$ cat config.mk
export PLATFORM = sky130hd
export DESIGN_NAME = stream_sorter_flat
export DESIGN_NICKNAME = d
export VERILOG_FILES = /design/src/rtl/stream_sorter_if.sv /design/src/rtl/stream_sorter.sv /design/src/flat_wrapper.sv
export SDC_FILE = /design/constraint.sdc
export NUM_CORES = 1
export LEC_CHECK = 0
export BUFFER_PORTS_ARGS = -buffer_cell sky130_fd_sc_hd__buf_2
export CAP_MARGIN = 15
export CORE_ASPECT_RATIO = 1.5
export CORE_MARGIN = 4
export CORE_UTILIZATION = 31
export CTS_CLUSTER_DIAMETER = 150
export CTS_CLUSTER_SIZE = 40
export DETAILED_ROUTE_END_ITERATION = 16
export PLACE_DENSITY = 0.52
export SKIP_CTS_REPAIR_TIMING = 1
export SKIP_LAST_GASP = 1
export SLEW_MARGIN = 0
export SYNTH_ARGS = -nofsm -noshare
export SYNTH_HDL_FRONTEND = slang
export SYNTH_SLANG_ARGS = --single-unit
$ cat constraint.sdc
create_clock -name clk -period 4.9 [get_ports clk]
set_clock_uncertainty 0.2 [all_clocks]
set_input_delay 0.735 -clock clk [delete_from_list [all_inputs] [get_ports clk]]
set_output_delay 0.735 -clock clk [all_outputs]
set_load 0.01 [all_outputs]
$ cat src/rtl/stream_sorter_if.sv
// Valid/ready bundle for the stream sorter:
// an input stream of keys and an output stream of sorted keys.
interface stream_sorter_if #(
  parameter int WIDTH = 4
) ();
  logic             in_valid;
  logic             in_ready;
  logic [WIDTH-1:0] in_data;
  logic             in_last;
  logic             out_valid;
  logic             out_ready;
  logic [WIDTH-1:0] out_data;
  logic             out_last;

  modport slave (
    input  in_valid, in_data, in_last, out_ready,
    output in_ready, out_valid, out_data, out_last
  );

  modport master (
    output in_valid, in_data, in_last, out_ready,
    input  in_ready, out_valid, out_data, out_last
  );
endinterface

$ cat src/rtl/stream_sorter.sv
// Batch insertion sorter: fills a register array in order,
// then drains it one element per output handshake.
module stream_sorter #(
  parameter  int WIDTH   = 4,
  parameter  int DEPTH   = 8,
  parameter  int DESCEND = 0,
  localparam int CW      = $clog2(DEPTH + 1)
) (
  input  logic          clk,
  input  logic          reset,
  stream_sorter_if.slave sif,
  output logic [CW-1:0] count
);

  typedef enum logic {
    FILL  = 1'b0,
    DRAIN = 1'b1
  } state_t;

  state_t           r_state;
  logic [CW-1:0]    r_count;
  logic             r_in_ready;
  logic             r_out_valid;
  logic [WIDTH-1:0] r_arr [DEPTH];

  logic [DEPTH-1:0] w_aft;
  logic [WIDTH-1:0] w_ins [DEPTH];
  logic             w_acc;
  logic             w_end;

  function automatic logic f_after(
    input logic [WIDTH-1:0] a,
    input logic [WIDTH-1:0] b
  );
    return (DESCEND != 0) ? (a < b) : (a > b);
  endfunction

  assign sif.in_ready  = r_in_ready;
  assign sif.out_valid = r_out_valid;
  assign sif.out_data  = r_arr[0];
  assign sif.out_last  = r_out_valid &&
                         (r_count == CW'(1));
  assign count         = r_count;

  assign w_acc = sif.in_valid && r_in_ready;
  assign w_end = sif.in_last ||
                 (r_count == CW'(DEPTH - 1));

  // Empty slots count as "after" so the
  // new key lands at the first free slot.
  always_comb begin
    w_aft = '0;
    for (int i = 0; i < DEPTH; i++) begin
      w_aft[i] = (CW'(i) >= r_count) ||
                 f_after(r_arr[i], sif.in_data);
    end
  end

  // Next array contents for an insert.
  always_comb begin
    for (int i = 0; i < DEPTH; i++) begin
      w_ins[i] = r_arr[i];
    end
    if (w_aft[0]) begin
      w_ins[0] = sif.in_data;
    end
    for (int i = 1; i < DEPTH; i++) begin
      if (CW'(i) <= r_count && w_aft[i]) begin
        if (!w_aft[i-1]) begin
          w_ins[i] = sif.in_data;
        end else begin
          w_ins[i] = r_arr[i-1];
        end
      end
    end
  end

  // FILL/DRAIN controller with registered handshakes.
  always_ff @(posedge clk) begin
    if (reset) begin
      r_state     <= FILL;
      r_count     <= '0;
      r_in_ready  <= 1'b0;
      r_out_valid <= 1'b0;
      for (int i = 0; i < DEPTH; i++) begin
        r_arr[i] <= '0;
      end
    end else begin
      unique case (r_state)
        FILL: begin
          r_in_ready <= 1'b1;
          if (w_acc) begin
            for (int i = 0; i < DEPTH; i++) begin
              r_arr[i] <= w_ins[i];
            end
            r_count <= r_count + CW'(1);
            if (w_end) begin
              r_state     <= DRAIN;
              r_in_ready  <= 1'b0;
              r_out_valid <= 1'b1;
            end
          end
        end
        DRAIN: begin
          if (sif.out_ready) begin
            for (int i = 0; i < DEPTH - 1; i++) begin
              r_arr[i] <= r_arr[i+1];
            end
            r_arr[DEPTH-1] <= '0;
            r_count <= r_count - CW'(1);
            if (r_count == CW'(1)) begin
              r_state     <= FILL;
              r_in_ready  <= 1'b1;
              r_out_valid <= 1'b0;
            end
          end
        end
        default: r_state <= FILL;
      endcase
    end
  end

endmodule

$ cat src/flat_wrapper.sv
// flat-port wrapper written by rule: the top's interface ports become plain ports
module stream_sorter_flat 
#(
  parameter  int WIDTH   = 4,
  parameter  int DEPTH   = 8,
  parameter  int DESCEND = 0,
  localparam int CW      = $clog2(DEPTH + 1)
)
  (clk, reset, count, sif_in_valid, sif_in_data, sif_in_last, sif_out_ready, sif_in_ready, sif_out_valid, sif_out_data, sif_out_last);
  stream_sorter_if #(.WIDTH(WIDTH)) sif_i ();
  input  logic clk;
  input  logic reset;
  output logic [CW-1:0] count;
  input wire logic [$bits(sif_i.in_valid)-1:0] sif_in_valid;
  input wire logic [$bits(sif_i.in_data)-1:0] sif_in_data;
  input wire logic [$bits(sif_i.in_last)-1:0] sif_in_last;
  input wire logic [$bits(sif_i.out_ready)-1:0] sif_out_ready;
  output wire logic [$bits(sif_i.in_ready)-1:0] sif_in_ready;
  output wire logic [$bits(sif_i.out_valid)-1:0] sif_out_valid;
  output wire logic [$bits(sif_i.out_data)-1:0] sif_out_data;
  output wire logic [$bits(sif_i.out_last)-1:0] sif_out_last;
  assign sif_i.in_valid = sif_in_valid;
  assign sif_i.in_data = sif_in_data;
  assign sif_i.in_last = sif_in_last;
  assign sif_i.out_ready = sif_out_ready;
  assign sif_in_ready = sif_i.in_ready;
  assign sif_out_valid = sif_i.out_valid;
  assign sif_out_data = sif_i.out_data;
  assign sif_out_last = sif_i.out_last;
  stream_sorter #(.WIDTH(WIDTH), .DEPTH(DEPTH), .DESCEND(DESCEND)) u_core (.clk(clk), .reset(reset), .sif(sif_i), .count(count));
endmodule
==> results.json, run 1 <==
{
  "status": "complete, no violations",
  "hpwl_mm": 7.11,
  "slew-limit-headroom": 0.439,
  "cts_tree": "built",
  "leakage_uw": 0.00135,
  "finalPower_uw": 1020,
  "critPathLaunch": "sif_in_data[3]",
  "grt_pass1_vias": 2719,
  "dp.cells": 459,
  "ff2ff_path_depth": 6,
  "yosysWarnings": 0,
  "r2r-start": "u_core.r_arr[0][7]",
  "cts.sinks": 39,
  "arrival_ps": 2850,
  "die_w_um": 90.8,
  "final_nets": 395,
  "fin_crit_sh": 0.637,
  "slew_violations": 0,
  "drt-wirelength-per-cell_um": 19.9,
  "crit_type": "in -> reg",
  "setup_viol": 0,
  "core_area_um2": 10100,
  "layout.cells.non_filler": 467,
  "fp.dieH_um": 132,
  "required_ps": 4620,
  "avgSynthCellArea_um2": 9.21,
  "cap_violations": 0,
  "tightest_slew_ps": 841,
  "rsz0062_at_grt": "no",
  "rows": 45,
  "grt_start_max_net_pins": 36,
  "final_core_util": 0.345,
  "synth_nets": 392,
  "ys_seq_area_frac": 0.333,
  "hp-class": "reg -> reg",
  "io_pins": 20,
  "drt.antenna.violating_nets": 0,
  "grt_pass1_wl_mm": 14.7,
  "track_usage": 0.158,
  "layout_commonest_cell": "ha_1",
  "reg2reg_slack_ps": 2240,
  "clk_pin_slew_ps": 60,
  "die_area_um2": 12000,
  "drtIter0Drc": 129,
  "grt-ovfl-total": 0,
  "synthDistinctLibCells": 47,
  "max_clock_freq_mhz": 320,
  "whs_path_depth": 2,
  "root_buffer": "clkbuf_16",
  "fill_cells": 1021,
  "wl_mm": 9.31,
  "period_needed_ps": 3120,
  "vias": 2755,
  "crit_end": "u_core.r_arr[0][7]",
  "synth_edf_count": 28,
  "tns_ps": 0,
  "htreeDepth": 2,
  "synth.ff_latch_count": 39,
  "ir_drop_uv": 129,
  "layout_common_cells": "37 x ha_1, 28 x edfxtp_1, 21 x nand2_1, 19 x buf_2, 17 x o21ai_0",
  "numCtsBuffers": 5,
  "cp-end-kind": "flip-flop",
  "worst_skew_pair.late_latency_ps": 280,
  "worstHoldStart": "u_core.sif.out_valid",
  "start_util": 0.316,
  "async_flop_share": 0,
  "start_kind": "input port",
  "place.port_buffers": 19,
  "drc_errors": 0,
  "drive_above_1_share": 0.120,
  "dr.pass1.iters": 4,
  "r2r_end": "u_core.r_arr[0][7]",
  "antenna_found_initial": 0,
  "synth_area_um2": 3190,
  "area_growth_pct": 8.95,
  "hold_viol": 0,
  "cp_max_fo": 9,
  "syn_inst": 346,
  "synth_top_flop_cell": "edfxtp_1",
  "gp_congestion": 0.839,
  "insertedDiodeCount": 0,
  "powerDensity_nw_per_um2": 293,
  "clockBufferDepth": 2,
  "routed_via_density": 5.90
}
## worst min path at each step
| stage | to | slack, ps |
|---|---|---|
| finish | u_core.sif.out_valid | 310 |
| global route | u_core.sif.out_valid | 330 |
| CTS | u_core.sif.out_valid | 320 |
| detailed placement | u_core.sif.in_ready | 310 |
| global placement | u_core.sif.out_valid | 300 |
| floorplan | u_core.r_arr[0][28] | 320 |
## metrics by stage
step	worst slack (ps)	hold WS (ps)	area, µm²
after global placement	1460	299	3310
after detailed placement	1480	311	3310
after global routing	1530	331	3470
after CTS	1780	319	3470
final	1780	312	3470
after floorplan	1910	323	3190
## final cells by class
type,instances,area [µm²],share of cell area
Clock buffer,5,125,0.0360
Clock inverter,3,38.8,0.0112
Inverter,15,56.3,0.0162
Multi-Input combinational cell,267,1930,0.557
Sequential cell,39,1060,0.306
Tap cell,117,146,0.0422
Timing Repair Buffer,21,110,0.0317
## state kept, by name (all words and copies together), names as in the netlist
register,flops
u_core.count,4
u_core.r_arr,32
u_core.sif.out_valid,1
u_core.r_state,1
u_core.sif.in_ready,1
## routing by layer
layer	vias to the layer above	global-route usage	part of all wire
met2	80	0.262	0.49
met3	19	0.0240	0.043
met4	0	0.0772	0.033
li1	1342	-	-
met1	1314	0.198	0.43
met5	-	0	0
## cell families after synthesis
logic type | count (synthesis) | share of synthesized area
compound gates | 106 | 0.233
buf+inv | 40 | 0.0609
mux | 6 | 0.0192
fa+ha+maj | 37 | 0.145
flops | 39 | 0.333
xor+xnor | 3 | 0.00825
simple gates | 115 | 0.200
## cells in the mapped netlist, drive strengths merged, types with 2 or more instances
| cell type | n | area, µm² |
|---|---|---|
| clkbuf | 8 | 30.0 |
| a32o | 6 | 60.1 |
| mux2i | 5 | 50.1 |
| edfxtp | 28 | 841 |
| o22ai | 2 | 12.5 |
| or2 | 3 | 21.3 |
| nor3 | 14 | 70.1 |
| xor2 | 2 | 17.5 |
| ha | 37 | 463 |
| a22o | 5 | 43.8 |
| o21ai | 25 | 125 |
| a211oi | 12 | 90.1 |
| nor2 | 13 | 48.8 |
| a31oi | 2 | 12.5 |
| nand4 | 14 | 87.6 |
| o31ai | 4 | 30.0 |
| nand3 | 15 | 87.6 |
| nor2b | 9 | 56.3 |
| nand2 | 22 | 85.1 |
| a32oi | 7 | 61.3 |
| nor4 | 12 | 75.1 |
| o21a | 3 | 22.5 |
| buf | 17 | 108 |
| and2 | 8 | 50.1 |
| dfxtp | 11 | 220 |
| a21oi | 23 | 153 |
| a21o | 2 | 15.0 |
| inv | 15 | 56.3 |
| o211ai | 13 | 97.6 |
## power by group
part	internal [µW]	total, µW	leakage (µW)	switching (µW)
Combinational	83.5	232	0.000885	149
Clock	237	364	0.0000812	127
Sequential	384	420	0.000383	35.5
Total	705	1020	0.00135	311
## worst max-delay path, cell delays in order
cell     delay [ps]
buf_2           250
inv_1           220
ha_1            350
and2_1          170
o21ai_1         100
a32oi_1         430
nand2_1         100
a31oi_1         480
No activity file was read; power rests on OpenSTA's default activity.
==> run 2, diff against run 1 <==
ABC_AREA = 1   (was default)
PLACE_DENSITY = 0.54   (was 0.52)
clock period = 2.65 ns   (was 4.9 ns; I/O delays follow)
==> results.json, run 2 <==
{
  "synth_fa_ha_area_frac": 0.139,
  "area_growth_pct": 14.1,
  "htreeDepth": 2,
  "seqPwrFrac": 0.395,
  "p_sw_uw": 601,
  "fin_crit_sh": 0.870,
  "cp-end-kind": "flip-flop",
  "numCtsBuffers": 5,
  "hp-class": "in -> reg",
  "cap_violations": 0,
  "die_w_um": 92.5,
  "gp_congestion": 0.902,
  "async_flop_share": 0,
  "period_needed_ps": 2310,
  "synth_common_cells": "118 x nand2_1, 58 x inv_1, 48 x nand3_1",
  "hold_ws_ps": 260,
  "hpwl_mm": 7.41,
  "grt_start_max_net_pins": 29,
  "synth.ff_latch_count": 39,
  "core_area_um2": 10500,
  "powerDensity_nw_per_um2": 506,
  "synth_edf_count": 28,
  "layout_common_cells": "118 x nand2_1, 58 x inv_1, 48 x nand3_1, 37 x ha_1, 31 x nor2_1",
  "worst_skew_pair.late_latency_ps": 280,
  "cts.sinks": 39,
  "slew-limit-headroom": 0.629,
  "routed_via_density": 4.80,
  "slew_violations": 0,
  "cp_max_fo": 5,
  "synth_top_family_by_area": "simple AND/OR/NAND/NOR gates",
  "track_usage": 0.156,
  "arrival_ps": 2040,
  "ys_top_cells_by_area": "edfxtp_1 25%, ha_1 14%, nand2_1 13%, nand3_1 7.2%, dfxtp_1 6.6%",
  "muxShareOfSynthArea": 0,
  "swShare": 0.313,
  "fp.dieH_um": 135,
  "grt-ovfl-total": 0,
  "layout_commonest_cell": "nand2_1",
  "grt_pass1_vias": 3035,
  "dr.pass1.iters": 6,
  "synth_top_flop_cell": "edfxtp_1",
  "die_area_um2": 12500,
  "rows": 46,
  "antenna_found_initial": 0,
  "intPower_uw": 1320,
  "synthDistinctLibCells": 33,
  "combPwrFrac": 0.247,
  "drtIter0Drc": 212,
  "synth_nets": 489,
  "insertedDiodeCount": 0,
  "tightest_slew_ps": 556,
  "clock_power_share": 0.358,
  "drt.antenna.violating_nets": 0,
  "yosysTopAreaCell": "edfxtp_1",
  "max_clock_freq_mhz": 434,
  "start_util": 0.315,
  "vias": 2975,
  "final_nets": 521,
  "reg2reg_slack_ps": 340,
  "clk_pin_slew_ps": 60,
  "drt-wirelength-per-cell_um": 14.8,
  "synth_area_um2": 3320,
  "ir_drop_uv": 228,
  "root_buffer": "clkbuf_16",
  "largest_reg_flops": 32,
  "regMostFlops": "u_core.r_arr",
  "ff2ff_path_depth": 9,
  "synth.top_cell.area_share": 0.253,
  "synth_compound_area_frac": 0.132,
  "start_kind": "flip-flop",
  "hold_viol": 0,
  "syn_inst": 443,
  "leakage_uw": 0.00187,
  "drive_above_1_share": 0.170,
  "rsz0062_at_grt": "no",
  "status": "complete, no violations",
  "synth-xor-area-share": 0.00264,
  "synth-simple-area-share": 0.308,
  "wl_mm": 9.17,
  "yosysWarnings": 0,
  "avgSynthCellArea_um2": 7.50,
  "grt_pass1_wl_mm": 15.2,
  "yosysMostFrequentCell": "nand2_1",
  "clockBufferDepth": 2,
  "place.port_buffers": 19,
  "setup_viol": 0,
  "tns_ps": 0,
  "cts_tree": "built",
  "crit_type": "reg -> reg",
  "drc_errors": 0,
  "required_ps": 2380,
  "io_pins": 20,
  "ys_seq_area_frac": 0.319,
  "whs_path_depth": 2
}
run 2: area by class of cell:
cell class	count	area, µm²
clock buffers	5	125
clock inverters	3	38.8
fillers	1146	6740
inverters	62	235
multi-input cells	332	1940
flip-flops and latches	39	1060
well taps	144	180
repair buffers	35	215
run 2: metrics by stage:
step	utilization	setup slack (ps)	instances	power, µW	instance area (µm²)
floorplan	-	361	443	1090	3320
global placement	0.344	53.1	612	1240	3630
detailed placement	0.344	4.09	612	1240	3630
CTS	0.360	137	620	1930	3790
global route	0.360	137	620	2030	3790
finish	0.360	344	620	1920	3790
run 2: final timing paths:
check | startpoint | endpoint
worst max-delay path | u_core.r_arr[0][27] | u_core.r_arr[0][24]
worst min-delay path | reset | u_core.sif.in_ready
worst max register to register | u_core.r_arr[0][27] | u_core.r_arr[0][24]
worst min register to register | u_core.sif.out_valid | u_core.sif.out_valid
run 2: routing by layer:
layer	track usage	vias up	wire [µm]
met1	0.169	1353	3700
met4	0.0901	0	485
met2	0.286	62	4750
met3	0.0206	25	242
met5	0	-	0
li1	-	1535	-
run 2: logic make-up (layout without fill, tap and decap cells):
group / after synthesis / after routing
compound gates: 70 / 70
fa+ha+maj: 37 / 37
buf+inv: 72 / 105
flops: 39 / 39
xor+xnor: 1 / 1
simple gates: 224 / 224
run 2: critical path: stages (launching register included):
cell,delay (ps)
edfxtp_1,480
ha_1,340
nand2_1,50
inv_1,60
nand2_1,50
nand2_1,50
nand2_1,70
nand2_1,150
o21ai_0,110
o21ai_1,390
run 2: power by group through the flow:
| stage | Sequential, µW | Clock, µW | Combinational (µW) |
|---|---|---|---|
| floorplan | 754 | 0 | 331 |
| global placement | 770 | 0 | 470 |
| detailed placement | 770 | 0 | 473 |
| CTS | 758 | 701 | 476 |
| global route | 763 | 724 | 543 |
| finish | 757 | 687 | 474 |
